$ cat config.mk
export PLATFORM = sky130hd
export DESIGN_NAME = shift_align_pipe_flat
export DESIGN_NICKNAME = d
export VERILOG_FILES = /design/src/rtl/shift_align_pipe_if.sv /design/src/rtl/shift_align_pipe.sv /design/src/flat_wrapper.sv
export SDC_FILE = /design/constraint.sdc
export NUM_CORES = 1
export LEC_CHECK = 0
export CORE_MARGIN = 5
export CORE_UTILIZATION = 40
export CTS_BUF_LIST = sky130_fd_sc_hd__clkbuf_4
export DETAILED_ROUTE_END_ITERATION = 10
export PLACE_DENSITY = 0.69
export SKIP_LAST_GASP = 1
export SLEW_MARGIN = 20
export SYNTH_ARGS = -nofsm -noshare
export SYNTH_HDL_FRONTEND = slang
export SYNTH_SLANG_ARGS = --single-unit
$ cat constraint.sdc
create_clock -name clk -period 9.1 [get_ports clk]
set_input_delay 2.275 -clock clk [delete_from_list [all_inputs] [get_ports clk]]
set_output_delay 2.275 -clock clk [all_outputs]
set_load 0.02 [all_outputs]
$ cat src/rtl/shift_align_pipe_if.sv
// Operand/result bundle for the pipelined alignment shifter.
// The master side presents operands and the stall enable; the slave side is the shifter.
interface shift_align_pipe_if #(
    parameter int W_Sgf = 23,
    parameter int W_Exp = 8
);
    localparam int W = W_Sgf + 3;

    logic             ena;
    logic             in_valid;
    logic             left_right;
    logic [W_Exp-1:0] nshift;
    logic [W-1:0]     sgfm;

    logic             out_valid;
    logic [W-1:0]     sgfm_n;
    logic             sticky;
    logic             zero;

    modport master (
        output ena, in_valid, left_right, nshift, sgfm,
        input  out_valid, sgfm_n, sticky, zero
    );

    modport slave (
        input  ena, in_valid, left_right, nshift, sgfm,
        output out_valid, sgfm_n, sticky, zero
    );
endinterface

$ cat src/rtl/shift_align_pipe.sv
// Pipelined significand alignment shifter for the FP add/sub datapath.
// An input register followed by one registered log-shifter level per amount bit,
// giving a latency of $clog2(W)+1 enabled cycles. Right shifts collect a sticky bit
// from every discarded bit; amounts of W or more saturate the result to zero.
module shift_align_pipe #(
    parameter int W_Sgf = 23,
    parameter int W_Exp = 8
) (
    input logic               clk,
    input logic               rst,
    shift_align_pipe_if.slave bus
);
    localparam int W       = W_Sgf + 3;
    localparam int SH_BITS = $clog2(W);

    // Index 0 is the input register; index k+1 holds the result of level k.
    logic [W-1:0]       data_q [0:SH_BITS];
    logic [SH_BITS-1:0] amt_q  [0:SH_BITS-1];
    logic [SH_BITS-1:0] dir_q;
    logic [SH_BITS:0]   stk_q;
    logic [SH_BITS:0]   vld_q;
    logic               zero_q;

    logic               sat;
    logic [SH_BITS-1:0] in_amt;
    logic               in_stk;

    logic [W-1:0]       data_n [0:SH_BITS-1];
    logic [SH_BITS-1:0] stk_n;

    // Saturation detect and amount truncation; a narrow amount input can never reach W.
    generate
        if (W_Exp >= SH_BITS) begin : g_wide_amt
            localparam logic [W_Exp:0] SAT_LIM = (W_Exp + 1)'(W);
            assign sat    = ({1'b0, bus.nshift} >= SAT_LIM);
            assign in_amt = bus.nshift[SH_BITS-1:0];
        end else begin : g_narrow_amt
            assign sat    = 1'b0;
            assign in_amt = {{(SH_BITS - W_Exp){1'b0}}, bus.nshift};
        end
    endgenerate

    // A saturated right shift discards the whole operand, so its sticky is any set bit.
    always_comb begin
        in_stk = sat && !bus.left_right && (|bus.sgfm);
    end

    // Each level shifts by 2^k when its amount bit is set, folding dropped LSBs into sticky.
    always_comb begin
        for (int k = 0; k < SH_BITS; k++) begin
            data_n[k] = data_q[k];
            stk_n[k]  = stk_q[k];
            if (amt_q[k][k]) begin
                if (dir_q[k]) begin
                    data_n[k] = data_q[k] << (1 << k);
                end else begin
                    data_n[k] = data_q[k] >> (1 << k);
                    stk_n[k]  = stk_q[k] | (|(data_q[k] & ((W'(1) << (1 << k)) - W'(1))));
                end
            end
        end
    end

    // Pipeline registers advance together on ena and hold everything, valid included, when stalled.
    always_ff @(posedge clk or posedge rst) begin
        if (rst) begin
            for (int k = 0; k <= SH_BITS; k++) begin
                data_q[k] <= '0;
            end
            for (int k = 0; k < SH_BITS; k++) begin
                amt_q[k] <= '0;
            end
            dir_q  <= '0;
            stk_q  <= '0;
            vld_q  <= '0;
            zero_q <= 1'b0;
        end else if (bus.ena) begin
            data_q[0] <= sat ? '0 : bus.sgfm;
            amt_q[0]  <= sat ? '0 : in_amt;
            for (int k = 0; k < SH_BITS; k++) begin
                data_q[k+1] <= data_n[k];
            end
            for (int k = 1; k < SH_BITS; k++) begin
                amt_q[k] <= amt_q[k-1];
            end
            dir_q  <= {dir_q[SH_BITS-2:0], bus.left_right};
            stk_q  <= {stk_n, in_stk};
            vld_q  <= {vld_q[SH_BITS-1:0], bus.in_valid};
            zero_q <= (data_n[SH_BITS-1] == '0);
        end
    end

    assign bus.out_valid = vld_q[SH_BITS];
    assign bus.sgfm_n    = data_q[SH_BITS];
    assign bus.sticky    = stk_q[SH_BITS];
    assign bus.zero      = zero_q;

endmodule
$ cat src/flat_wrapper.sv
// flat-port wrapper written by rule: the top's interface ports become plain ports
module shift_align_pipe_flat 
#(
    parameter int W_Sgf = 23,
    parameter int W_Exp = 8
)
  (clk, rst, bus_ena, bus_in_valid, bus_left_right, bus_nshift, bus_sgfm, bus_out_valid, bus_sgfm_n, bus_sticky, bus_zero);
  shift_align_pipe_if #(.W_Sgf(W_Sgf), .W_Exp(W_Exp)) bus_i ();
  input logic clk;
  input logic rst;
  input wire logic [$bits(bus_i.ena)-1:0] bus_ena;
  input wire logic [$bits(bus_i.in_valid)-1:0] bus_in_valid;
  input wire logic [$bits(bus_i.left_right)-1:0] bus_left_right;
  input wire logic [$bits(bus_i.nshift)-1:0] bus_nshift;
  input wire logic [$bits(bus_i.sgfm)-1:0] bus_sgfm;
  output wire logic [$bits(bus_i.out_valid)-1:0] bus_out_valid;
  output wire logic [$bits(bus_i.sgfm_n)-1:0] bus_sgfm_n;
  output wire logic [$bits(bus_i.sticky)-1:0] bus_sticky;
  output wire logic [$bits(bus_i.zero)-1:0] bus_zero;
  assign bus_i.ena = bus_ena;
  assign bus_i.in_valid = bus_in_valid;
  assign bus_i.left_right = bus_left_right;
  assign bus_i.nshift = bus_nshift;
  assign bus_i.sgfm = bus_sgfm;
  assign bus_out_valid = bus_i.out_valid;
  assign bus_sgfm_n = bus_i.sgfm_n;
  assign bus_sticky = bus_i.sticky;
  assign bus_zero = bus_i.zero;
  shift_align_pipe #(.W_Sgf(W_Sgf), .W_Exp(W_Exp)) u_core (.clk(clk), .rst(rst), .bus(bus_i));
endmodule
* After elaboration in Yosys (flattened, before gate mapping)
Index checks and enable logic that the tools add are counted.
Storage, ports and cells: bits in registers 199, bits of input ports 39, output and inout bits 29, logic and storage cells 52
Operators by class: order comparisons 1, mux-type cells 22, bitwise operators 5, reductions and logical operators 9
Operators by type and width (count):
- $mux 26 | 11
- $logic_not 26->1 | 1
- $reduce_or 26->1 | 1
- $reduce_or 16->1 | 1
- $mux 1 | 10
- $ge 8x5->1 const B | 1
- $reduce_or 8->1 | 1
- $mux 5 | 1
- $or 1x1->1 | 5
- $reduce_or 4->1 | 1
- $logic_and 1x1->1 | 2
- $reduce_or 2->1 | 1
- $logic_not 1->1 | 1

* Logic depth before layout (Yosys ltp)
depth after elaboration 4, gate-level depth with buffers 6, gate-level depth less buffers 4

* Worst setup path before layout
Ideal clock, no wire load.
path kind input-to-reg, from in bus_ena, to reg u_core.data_q[100] (netlist bit), library setup time 0.125 ns, data arrival time 3.098 ns, required time 8.975 ns, slack 5.878 ns, cell stages on the path 4, path buffers 3, cells stage by stage buf_2 buf_2 buf_2 mux2_2
RTL lines:
- start: declaration | line flat_wrapper.sv:11 | input wire logic [$bits(bus_i.ena)-1:0] bus_ena;
- end signal: indexed assignment | line shift_align_pipe.sv:81 | data_q[k+1] <= data_n[k];
- end: declaration | line shift_align_pipe.sv:17 | logic [W-1:0] data_q [0:SH_BITS];
No word-level cell between the ends.

* Final worst setup path
from reg u_core.data_q, in the netlist u_core.bus.sgfm_n[3], to out bus_sgfm_n[3]
RTL lines:
- end: declaration | line flat_wrapper.sv:17 | output wire logic [$bits(bus_i.sgfm_n)-1:0] bus_sgfm_n;
No word-level cell between the ends.

==> impl_results.md <==
* Hold_sp: u_core.vld_q[3]
* Crit Path Class: reg2out
* R2R setup slack at 6990 ps
* VDD IR-drop max at 87.3 uV
* Post-Syn Instances at 995
* Global-route wire length before repair at 33.2 mm
* Sequential share of power at 54.6%
* CP peak stage delay at 620 ps
* Final setup violation count at 0
* Top cell type's share of synthesized area at 48.5%
* Net Sw Frac at 33.5%
* Initial DRC count at 362
* H-tree depth at 4
* RSZ-0062 raised after global routing: false
* CP endpoint kind: primary output
* Dominant cells by area after synthesis: dfrtp_1 (48%), mux2_2 (11%), mux2i_1 (7.6%)
* Register area share after synthesis at 48.5%
* Yosys top cell by area: dfrtp_1
* Maximum buffer depth of the clock tree at 2
* Vias in the first global route at 6462
* WL per Instance at 14.5 um
* Row count at 57
* Worst EP required at 6830 ps
* Num CTS Buffers at 17
* FF-to-FF End: u_core.bus.zero
* Initial core utilization at 40.4%
* Power Dens Cells at 189 mW/mm2
* Main combinational cell family by area after synthesis: multiplexers
* I/O Pins at 68
* Leakage dissipation at 0.00456 uW
* Total iterations of the first detailed-routing run at 5
* Final Hold Fails at 0
* Max Cap Viol at 0
* Netlist Area Pre-Place at 0.00976 mm2
* Area Growth Syn to Fin at 8.83%
* Vias per std cell at 5.14
* Routability cong. at 0.804
* Antenna cells at 0
* Total wire length at 19.3 mm
* Synth unique cells at 35
* Port Buffers at 67
* Overflow after GRT at 0
* R2r worst-path depth at 5
* Final min period at 3880 ps
* Die Height at 166 um
* Max-slew violations at 0
* Utilization after layout at 43.9%
* Crit-path slowest cell: clkdlybuf4s50_1
* Die Span X at 166 um
* Clk slew on worst S/H paths at 170 ps
* Vias at 6806
* Hold buffers post-CTS at 0
* Family with the most delay on the worst path: buffers and inverters
* Adder-cell share of the synthesized area at 0%
* Compound-Gate Fraction of Synth Area at 11.0%
* Nets at 1027
* Hold Path Sink: u_core.vld_q[3]
* Maximum fanout along the worst path at 2
* Type of origin of the critical path: flip-flop
* Core area at 0.0242 mm2
* Worst flop-to-flop path startpoint: u_core.amt_q[4]
* Tcrit/Tclk final at 42.7%
* Mean area per synthesized cell at 9.81 um2
* Achievable Freq at 0.257 GHz
* Setup TNS at 0 ps
* Commonest non-fill, non-tap cell in the layout: dfrtp_1
* Global router's overall resource usage at 14.1%
* Drt drc at 0
* ANT nets after route at 0
* Gate power share at 22.8%
* Xor-xnor portion of the synthesized cell area at 0%
* Status: finished, final reports clean
* Mux contribution to synthesized area at 18.3%
* Ys Warns at 0
* Worst slew pin tran at 1100 ps
* TritonCTS clock tree: yes
* Arr. time, crit path at 1610 ps
* Hold path depth at 1
* Total die area at 0.0276 mm2
* Post-cts sizing count at 0
* Post-CTS setup buffer count at 0
* Worst path bufs/invs at 1
* Worst-Skew Late Latency at 580 ps
* Switching power at 671 uW
* Root Buffer: clkbuf_4
* Clock share of power at 22.6%
* Syn Nets at 1034
* Int Pwr at 1330 uW
* Clock sink count at 189
* Synth Area in Simple Gates at 14.6%
* Slew margin rel. at 26.4%
* Detailed placement HPWL at 13.2 mm
* Final Skew at 18.8 ps
* Cell breakdown of the critical path: clkdlybuf4s50_1
* Commonest non-fill, non-tap cells in the layout: dfrtp_1 (189), nor2_1 (139), a21oi_1 (93), mux2_2 (93), mux2i_1 (74)
* Worst hold path type: reg2reg
* Largest net degree at the start of global routing at 117
* Ratio of cells with drive above 1 in the final layout at 14.1%
* Count of state elements after synthesis at 189
* Initial antenna violation count at 0
==> cells by family (layout without fill, tap and decap cells) <==
kind of cell           count (synthesis)  count (layout)
flip-flops                           189             189
AND/OR/NAND/NOR                      306             306
multiplexers                         167             167
AO/OA/AOI/OAI                        187             187
buffers and inverters                146             152
==> area by class of cell <==
class	count	area [um2]
Clock buffer	17	128
Clock inverter	15	150
Fill cell	2367	13600
Inverter	42	163
Multi-Input combinational cell	660	4290
Sequential cell	189	4730
Tap cell	324	405
Timing Repair Buffer	78	757
==> power by group through the flow <==
stage | Sequential, uW | Combinational, uW | Clock, uW
finish | 1100 | 456 | 454
global route | 1120 | 509 | 504
CTS | 1100 | 463 | 472
detailed placement | 1110 | 462 | 0
global placement | 1110 | 452 | 0
floorplan | 1060 | 389 | 0
==> Yosys cell counts, drive strengths merged <==
master,n
a211oi,1
a21oi,93
a22oi,1
a311oi,1
a31oi,46
a41o,1
and3b,1
buf,77
clkbuf,27
clkinv,1
dfrtp,189
inv,41
mux2,93
mux2i,74
nand2,50
nand2b,42
nand3,38
nand3b,7
nand4,2
nor2,139
nor2b,8
nor3,2
nor3b,1
nor4,15
o211ai,2
o21ai,2
o22ai,38
o31ai,1
o41ai,1
or4,1
==> metrics by stage <==
| stage | std cells | hold slack [ps] | cell area [um2] | power, uW | setup slack [ps] |
|---|---|---|---|---|---|
| after floorplan | 995 | 475 | 9760 | 1450 | 1680 |
| after global placement | 1293 | 488 | 10300 | 1560 | 4810 |
| after detailed placement | 1293 | 492 | 10300 | 1580 | 4800 |
| after CTS | 1325 | 529 | 10600 | 2030 | 5150 |
| after global routing | 1325 | 544 | 10600 | 2130 | 5110 |
| final | 1325 | 523 | 10600 | 2010 | 5220 |
==> metal layers <==
metal | global-route usage, % | up-vias | wire length (um)
met3 | 2.79 | 15 | 687
met4 | 3.16 | 0 | 230
met2 | 22.0 | 115 | 8720
met1 | 20.6 | 3243 | 9610
li1 | - | 3433 | -
met5 | 0 | - | 0
==> state kept, by name, summed over array words and instances, names as in the netlist <==
| name | flops |
|---|---|
| u_core.bus.sgfm_n | 26 |
| u_core.amt_q | 15 |
| u_core.dir_q | 5 |
| u_core.bus.zero | 1 |
| u_core.stk_q | 6 |
| u_core.vld_q | 6 |
| u_core.data_q | 130 |
==> worst reg2reg max path: cells and delay by family (launching register included) <==
kind            cells  cell delay, ps
simple gates        1             680
compound gates      3             680
buf+inv             1             370
flops               1             360
==> worst max-delay path by stage <==
stage / startpoint / end / slack (ps) / depth (start not counted)
detailed placement: bus_ena / u_core.dir_q[0] / 4800 / 3
global route: u_core.bus.sgfm_n[3] / bus_sgfm_n[3] / 5110 / 1
finish: u_core.bus.sgfm_n[3] / bus_sgfm_n[3] / 5220 / 1
floorplan: rst / u_core.amt_q[12] / 1680 / 1
global placement: bus_ena / u_core.dir_q[0] / 4810 / 3
CTS: u_core.bus.sgfm_n[3] / bus_sgfm_n[3] / 5150 / 1
(Power assumes the default switching activity.)
